<file path="src/rtl/execute_mdu.sv">
// execute_mdu: ALU/branch/jump, iterative divider, fixed-latency multiplier.
// clk/rstn, start/flush/op/pc/imm/rs1/rs2 in; busy/done/result/jump_* out.
module execute_mdu #(
  parameter int XLEN        = 32,
  parameter int MUL_LATENCY = 2
) (
  input  logic            clk,
  input  logic            rstn,
  input  logic            start,
  input  logic            flush,
  input  logic [3:0]      op,
  input  logic [XLEN-1:0] pc,
  input  logic [XLEN-1:0] imm,
  input  logic [XLEN-1:0] rs1,
  input  logic [XLEN-1:0] rs2,
  output logic            busy,
  output logic            done,
  output logic [XLEN-1:0] result,
  output logic            jump_taken,
  output logic [XLEN-1:0] jump_dest
);

  localparam logic [3:0] OP_ADD   = 4'd0;
  localparam logic [3:0] OP_SUB   = 4'd1;
  localparam logic [3:0] OP_BEQ   = 4'd2;
  localparam logic [3:0] OP_BNE   = 4'd3;
  localparam logic [3:0] OP_BLT   = 4'd4;
  localparam logic [3:0] OP_BGEU  = 4'd5;
  localparam logic [3:0] OP_JAL   = 4'd6;
  localparam logic [3:0] OP_JALR  = 4'd7;
  localparam logic [3:0] OP_MUL   = 4'd8;
  localparam logic [3:0] OP_MULH  = 4'd9;
  localparam logic [3:0] OP_MULHU = 4'd10;
  localparam logic [3:0] OP_DIV   = 4'd11;
  localparam logic [3:0] OP_DIVU  = 4'd12;
  localparam logic [3:0] OP_REM   = 4'd13;
  localparam logic [3:0] OP_REMU  = 4'd14;

  localparam int CW = $clog2(XLEN + 1);
  localparam logic [XLEN-1:0] MIN =
    {1'b1, {(XLEN-1){1'b0}}};

  typedef enum logic [1:0] {
    IDLE, MUL, DIV, FIX
  } state_t;

  state_t state, nxt;

  logic            pend;
  logic [3:0]      p_op;
  logic [XLEN-1:0] p_pc, p_imm, p_a, p_b;
  logic [XLEN-1:0] dr;
  logic            neg_q, neg_r;
  logic [CW-1:0]   cnt;

  logic acc, is_mul, is_div, div_sgn;
  logic div_ovf, div_long;

  assign acc     = start && !flush &&
                   (state == IDLE);
  assign is_mul  = op inside {OP_MUL,
                   OP_MULH, OP_MULHU};
  assign is_div  = op inside {OP_DIV,
                   OP_DIVU, OP_REM, OP_REMU};
  assign div_sgn = (op == OP_DIV) ||
                   (op == OP_REM);
  assign div_ovf = div_sgn && (rs1 == MIN) &&
                   (rs2 == '1);
  assign div_long = is_div && (rs2 != '0) &&
                    !div_ovf;

  assign busy = (state != IDLE);

  logic [XLEN-1:0] m1, m2;
  assign m1 = (div_sgn && rs1[XLEN-1]) ?
              -rs1 : rs1;
  assign m2 = (div_sgn && rs2[XLEN-1]) ?
              -rs2 : rs2;

  logic              msgn;
  logic [2*XLEN-1:0] ma, mb, prod;
  logic [XLEN-1:0]   mul_res;
  assign msgn = (p_op == OP_MULH);
  assign ma = {{XLEN{msgn & p_a[XLEN-1]}}, p_a};
  assign mb = {{XLEN{msgn & p_b[XLEN-1]}}, p_b};
  assign prod = ma * mb;
  assign mul_res = (p_op == OP_MUL) ?
                   prod[XLEN-1:0] :
                   prod[2*XLEN-1:XLEN];

  logic [XLEN:0]   r_sh, diff;
  logic [XLEN-1:0] q_fix, r_fix;
  logic            is_rem;
  assign r_sh  = {dr, p_a[XLEN-1]};
  assign diff  = r_sh - {1'b0, p_b};
  assign q_fix = neg_q ? -p_a : p_a;
  assign r_fix = neg_r ? -dr : dr;
  assign is_rem = (p_op == OP_REM) ||
                  (p_op == OP_REMU);

  // Single-cycle ops, incl. the divide
  // corner cases that skip iteration.
  function automatic logic [2*XLEN:0]
    fast_eval(
      input logic [3:0]      o,
      input logic [XLEN-1:0] p,
      input logic [XLEN-1:0] im,
      input logic [XLEN-1:0] a,
      input logic [XLEN-1:0] b
    );
    logic [XLEN-1:0] r, d, t;
    logic            j;
    r = '0;
    d = '0;
    j = 1'b0;
    t = a + im;
    case (o)
      OP_ADD:  r = a + b;
      OP_SUB:  r = a - b;
      OP_BEQ:  j = (a == b);
      OP_BNE:  j = (a != b);
      OP_BLT:  j = ($signed(a) < $signed(b));
      OP_BGEU: j = (a >= b);
      OP_JAL: begin
        r = p + XLEN'(4);
        j = 1'b1;
        d = p + im;
      end
      OP_JALR: begin
        r = p + XLEN'(4);
        j = 1'b1;
        d = {t[XLEN-1:1], 1'b0};
      end
      OP_DIV, OP_DIVU:
        r = (b == '0) ? '1 : a;
      OP_REM, OP_REMU:
        r = (b == '0) ? a : '0;
      default: r = '0;
    endcase
    if (o inside {OP_BEQ, OP_BNE,
                  OP_BLT, OP_BGEU}) begin
      r = {{(XLEN-1){1'b0}}, j};
      d = j ? (p + im) : '0;
    end
    return {j, d, r};
  endfunction

  always_ff @(posedge clk) begin
    if (!rstn) state <= IDLE;
    else       state <= nxt;
  end

  always_comb begin
    nxt = state;
    unique case (state)
      IDLE: begin
        if (acc && is_mul)   nxt = MUL;
        if (acc && div_long) nxt = DIV;
      end
      MUL:
        if (cnt == CW'(MUL_LATENCY - 1))
          nxt = IDLE;
      DIV:
        if (cnt == CW'(XLEN - 1)) nxt = FIX;
      FIX:
        if (cnt == CW'(1)) nxt = IDLE;
      default: nxt = IDLE;
    endcase
    if (flush) nxt = IDLE;
  end

  always_ff @(posedge clk) begin
    if (!rstn) begin
      done       <= 1'b0;
      result     <= '0;
      jump_taken <= 1'b0;
      jump_dest  <= '0;
      pend       <= 1'b0;
      p_op       <= '0;
      p_pc       <= '0;
      p_imm      <= '0;
      p_a        <= '0;
      p_b        <= '0;
      dr         <= '0;
      neg_q      <= 1'b0;
      neg_r      <= 1'b0;
      cnt        <= '0;
    end else begin
      done <= 1'b0;
      if (flush) begin
        pend <= 1'b0;
        cnt  <= '0;
      end else begin
        pend <= acc && !is_mul && !div_long;
        if (pend) begin
          done <= 1'b1;
          {jump_taken, jump_dest, result} <=
            fast_eval(p_op, p_pc, p_imm,
                      p_a, p_b);
        end
        if (acc) begin
          p_op  <= op;
          p_pc  <= pc;
          p_imm <= imm;
          cnt   <= '0;
          dr    <= '0;
          neg_q <= div_sgn &&
                   (rs1[XLEN-1] ^ rs2[XLEN-1]);
          neg_r <= div_sgn && rs1[XLEN-1];
          if (div_long) begin
            p_a <= m1;
            p_b <= m2;
          end else begin
            p_a <= rs1;
            p_b <= rs2;
          end
        end
        unique case (state)
          IDLE: ;
          MUL: begin
            if (cnt == CW'(MUL_LATENCY - 1)) begin
              done       <= 1'b1;
              result     <= mul_res;
              jump_taken <= 1'b0;
              jump_dest  <= '0;
              cnt        <= '0;
            end else begin
              cnt <= cnt + 1'b1;
            end
          end
          DIV: begin
            // p_a shifts dividend out and
            // quotient bits in.
            if (!diff[XLEN]) begin
              dr  <= diff[XLEN-1:0];
              p_a <= {p_a[XLEN-2:0], 1'b1};
            end else begin
              dr  <= r_sh[XLEN-1:0];
              p_a <= {p_a[XLEN-2:0], 1'b0};
            end
            if (cnt == CW'(XLEN - 1))
              cnt <= '0;
            else
              cnt <= cnt + 1'b1;
          end
          FIX: begin
            // Signed result registered
            // first, then published.
            if (cnt == '0) begin
              p_a <= is_rem ? r_fix : q_fix;
              cnt <= CW'(1);
            end else begin
              done       <= 1'b1;
              result     <= p_a;
              jump_taken <= 1'b0;
              jump_dest  <= '0;
              cnt        <= '0;
            end
          end
          default: ;
        endcase
      end
    end
  end

endmodule

</file>
<file path="config.mk">
export PLATFORM = sky130hd
export DESIGN_NAME = execute_mdu
export DESIGN_NICKNAME = d
export VERILOG_FILES = /design/src/rtl/execute_mdu.sv
export SDC_FILE = /design/constraint.sdc
export NUM_CORES = 2
export LEC_CHECK = 0
export BUFFER_PORTS_ARGS = -buffer_cell sky130_fd_sc_hd__buf_4
export CAP_MARGIN = 30
export CORE_AREA = 3 3 395 397
export CTS_CLUSTER_SIZE = 24
export DETAILED_ROUTE_END_ITERATION = 16
export DIE_AREA = 0 0 398 400
export SYNTH_ARGS = -nofsm -noshare
export SYNTH_HDL_FRONTEND = slang
export SYNTH_SLANG_ARGS = --single-unit
</file>
<file path="constraint.sdc">
create_clock -name clk -period 18.9 [get_ports clk]
set_input_delay 2.835 -clock clk [delete_from_list [all_inputs] [get_ports clk]]
set_output_delay 2.835 -clock clk [all_outputs]
set_load 0.01 [all_outputs]
</file>
* Yosys cells after proc, flatten, opt, wreduce, memory -nomap -nowiden
Cells that the tools add are included.
Storage, ports and cells: register bits after elaboration 241, bits in latches 0, bits in writable memories 0, bits in read-only memories 0, input bits 136, output and inout bits 67, memories 0
Cells by class: $add $sub $neg 11, multiply operators 1, div/mod/pow operators 0, $lt $le $gt $ge 2, equality and inequality tests 33, shifts and indexed selects 0, mux-type cells 52, bitwise logic cells 5, reduce and logical (&&, ||, !) cells 39
Operators with widths (count):
- $mux 32 | 24
- $pmux 32 s2 | 4
- $pmux 32 s5 | 1
- $neg 32->32 | 4
- $add 32x32->32 | 3
- $eq 32x32->1 const B | 2
- $mul 33x33->64 | 1
- $eq 4x4->1 const B | 13
- $sub 33x32->33 | 1
- $add 32x3->32 const B | 1
- $eq 32x32->1 | 1
- $ge 32x32->1 | 1
- $logic_not 32->1 | 1
- $lt 32x32->1 | 1
- $ne 32x32->1 | 1
- $reduce_bool 32->1 | 1
- $sub 32x32->32 | 1
- $mux 6 | 3
- $pmux 6 s3 | 1
- $eq 4x3->1 const B | 4
- $logic_and 1x1->1 | 13
- $reduce_bool 4->1 | 3
- $mux 1 | 11
- $reduce_or 2->1 | 5
- other kinds (27) | 42

* Depth between registers and ports, before layout
depth after elaboration 11, gate-level depth with buffers 33, gate-level depth less buffers 29

* Least setup slack after synthesis
OpenSTA, ideal clock, no wires.
kind reg2reg, start point register p_a[31], end point register result[31], setup time 0.116 ns, data arrival time 8.756 ns, required time 18.784 ns, path slack 10.028 ns, cell stages (with the launch flop) 33, buffers on the path 4, period minus slack after synthesis 8.872 ns, cell sequence dfxtp_1 clkbuf_1 clkinv_1 nor4_1 clkbuf_1 clkbuf_1 nand2_1 inv_1 fa_1 inv_1 fa_1 inv_1 fa_1 fa_1 inv_1 fa_1 inv_1 fa_1 inv_1 fa_1 fa_1 inv_1 ha_1 clkbuf_1 and4_1 nand2_1 nor3_1 o211ai_1 nand2_1 a31oi_1 o21a_1 or3_1 a31o_2
On the way: longest elaborated chain between the ends 6, elaborated cells between the ends (all ways) 13
RTL lines:
- start: declaration | line 51 | logic [XLEN-1:0] p_pc, p_imm, p_a, p_b;
- start signal: assignment | line 211 | p_a <= m1;
- start signal: assignment | line 214 | p_a <= rs1;
- start signal: assignment | line 236 | p_a <= {p_a[XLEN-2:0], 1'b1};
- parallel branches: the longest is 5 deep, another holds $mul 33x33->64
- $pmux 32 s2 * | line 218 | unique case (state)
- end signal: assignment | line 197 | {jump_taken, jump_dest, result} <=
- end signal: assignment | line 223 | result <= mul_res;
- end signal: assignment | line 254 | result <= p_a;
- end: declaration | line 18 | output logic [XLEN-1:0] result,
Mark *: on every way between the ends. A chain may end at the register's enable or synchronous reset.

* Worst setup path in the final report
start point register p_a[31], end point register result[30]
On the way: longest elaborated chain between the ends 5
RTL lines:
- $and 1x1->1 | line 84 | assign ma = {{XLEN{msgn & p_a[XLEN-1]}}, p_a};
- $mul 33x33->64 * | line 86 | assign prod = ma * mb;
- $mux 32 * | line 87 | assign mul_res = (p_op == OP_MUL) ?
- $mux 32 * | line 221 | if (cnt == CW'(MUL_LATENCY - 1)) begin
- $pmux 32 s2 * | line 218
Every way passes the cells marked *; elsewhere a longest branch is shown, timed or not.

==> results.yml <==
status:
  status: "completed"
pwr:
  power.leakage_uw: 0.0288
  p_per_area_nw_per_um2: 49.7
  vdd_drop_max_uv: 76.2
critical_path:
  regToRegSetupSlack_ps: 8520
  arrival_ps: 10910
  worst_ep_required_time_ps: 19430
  cpMostUsedCell: "fa_1"
  rr_worst_depth: 29
  cp_slowest_cell: "nor3_1"
  timing.critical_path.fanout_max: 29
  critPathMaxStageDelay_ps: 770
  criticalPathCategory: "register to register"
  critical_path.endpoint_type: "register"
  start_kind: "register"
clock_tree:
  post_cts_resized: 0
  cts.sinks: 241
  path_clk_slew_ps: 70
  clock_tree_root: "clkbuf_16"
  cts_made_buffers: 31
  cts_setup_buffers: 0
  clock_tree_from_tritoncts: "done"
  postCtsHoldBufs: 0
  htree_levels: 1
  ctsLongestPathBuffers: 3
  latest_clock_arrival_within_the_worst_skew_pair_ps: 670
logic_synthesis:
  ys_dominant_reg_cell: "dfxtp_1"
  synthesis.area_per_instance_um2: 8.18
  synth.ff_latch_count: 241
  ys_warn_count: 0
  synth.distinct_cells: 94
  synthArstFlopShare_pct: 0
  syn_nets: 9115
  ys_seq_area_share_pct: 7.90
  post_synth_design_cell_area_um2: 61000
  synth-edff-count: 0
  synthesis.instances: 7465
run:
  max_cap_viol_count: 0
routing:
  detail_route.vias_per_cell: 5.83
  dr_total_vias: 55119
  drt_pre_antenna_iters: 8
  detail-route-antenna-nets: 0
  route.detailed.drc: 0
  route.detailed.wl_per_inst_um: 26.3
  detailedRoute.firstIterationViolations: 6028
  postRouteWirelength_mm: 248
final_layout:
  post_route_cells_drive_above_1_share_pct: 6.69
  fin_area_um2: 65600
  final_common_cell: "inv_1"
  area_growth_pct: 7.44
  n_fill_cell: 15318
  mostFrequentLayoutCells: "inv_1, fa_1, nand2_1, a21oi_1, ha_1"
  final_net_count: 9039
die:
  die_area_um2: 159000
  core_area_um2: 152000
  die-width_um: 398
  initial_utilization_pct: 40.1
  die_height_um: 400
  floorplan.io_pins: 203
  fp-row-count: 143
global_routing:
  initial_antenna_violation_count: 28
  global_route_wire_length_before_repair_mm: 368
  grt_pass1_vias: 55562
  grt_start_max_net_pins: 66
  grt_overflow_total: 0
  track_usage_pct: 31.1
min_path:
  hold_path_depth: 2
  holdCritPathClass: "register to register"
placement:
  dpl.hpwl_mm: 191
  detailed_place.area_um2: 64500
  finalWeightedCongestion: 1.03
  numPortBuffers: 202
  detailedPlace.worstSlack_ps: 8820
sta:
  min_period_ps: 10380
  finalSetupTns_ps: 0
  timing.fmax_ghz: 0.0963
  timing_hold_violations_final: 0
  rsz0062_at_grt: "false"
  relSlewSlack_pct: 20.1
  skew_ps: 51.8
  finalHoldWorstSlack_ps: 484
  fin_crit_sh_pct: 54.9
  worstMarginPinSlew_ps: 1200
  finalSetupViolCount: 0
  maxSlewViolCount: 0
  final.setup.worst_slack_ps: 8520
[report_power, final]
group	internal, µW	switching, µW
combinational	661	1370
clock	355	284
sequential	533	53.3
[cells in the mapped netlist, types with 32 or more instances]
master,number,area share [%]
o31ai_1,38,0.47
clkbuf_1,391,2.4
nand2b_1,32,0.33
a21oi_1,405,3.3
nand4_1,40,0.41
o211ai_1,50,0.61
inv_1,1263,7.8
and3_1,36,0.37
nor3_1,102,0.84
and2_1,305,3.1
fa_1,1130,37
buf_1,47,0.29
nor2_1,365,2.2
a21o_1,58,0.71
o21ai_0,319,2.6
or3_1,35,0.36
a221oi_1,78,1.1
a31oi_1,59,0.60
o21a_1,33,0.41
ha_1,384,7.9
xnor2_1,192,2.8
a211oi_1,67,0.82
xor2_1,123,1.8
nand3_1,86,0.71
nor4_1,43,0.44
dfxtp_1,241,7.9
nand2_1,1129,6.9
[worst max-delay path, delay by kind of cell, from the launching register on]
kind                     cells  cell delay (ps)
adder cells (fa/ha/maj)      9             4630
AO/OA/AOI/OAI                5             1820
buffers and inverters        8             1750
AND/OR/NAND/NOR              7             1730
flip-flops                   1              310
[path summary, 6_finish.rpt]
path | start | end
setup reg to reg | p_a[31] | result[30]
hold / removal | neg_q | neg_q
hold reg to reg | neg_q | neg_q
setup / recovery | p_a[31] | result[30]
[registers in the layout, summed over array words and instances, names as in the netlist, 2 cells and up]
signal and count:
p_imm 32, result 32, state 2, jump_dest 32, dr 32, cnt 6
p_op 4, p_pc 32, p_a 32, p_b 32
[routing by layer]
metal	global-route usage (%)	vias up	wire, µm
li1	-	23700	-
met2	47.0	2927	106000
met1	41.9	27860	100000
met3	8.04	618	27700
met5	0	-	105
met4	13.9	14	13800
[area by class of cell]
type                       count  area, µm²  area share, %
antenna                        7       17.5         0.0267
clock inverter                14        178          0.271
timing repair buffer         341       2610           3.98
clock buffer                  41        843           1.29
tap                         2030       2540           3.87
inverter                    1267       4760           7.26
multi-input combinational   5507      49800           75.9
sequential                   241       4860           7.42
[cell families after synthesis]
logic type | Yosys count | share of synthesized area (%)
flip-flops | 241 | 7.90
buffers and inverters | 1717 | 10.7
AO/OA/AOI/OAI | 1347 | 14.1
XOR/XNOR | 315 | 4.52
AND/OR/NAND/NOR | 2304 | 17.4
adder cells (fa/ha/maj) | 1514 | 44.9
multiplexers | 27 | 0.447
[per-stage QoR]
stage | power, µW | instances | util [%]
floorplan | 1830 | 7465 | -
global placement | 2540 | 9379 | 42.3
detailed placement | 2550 | 9385 | 42.4
CTS | 3200 | 9440 | 43.1
global route | 3430 | 9442 | 43.1
finish | 3260 | 9448 | 43.1
Note: power is estimated with default switching activity, not from simulation.
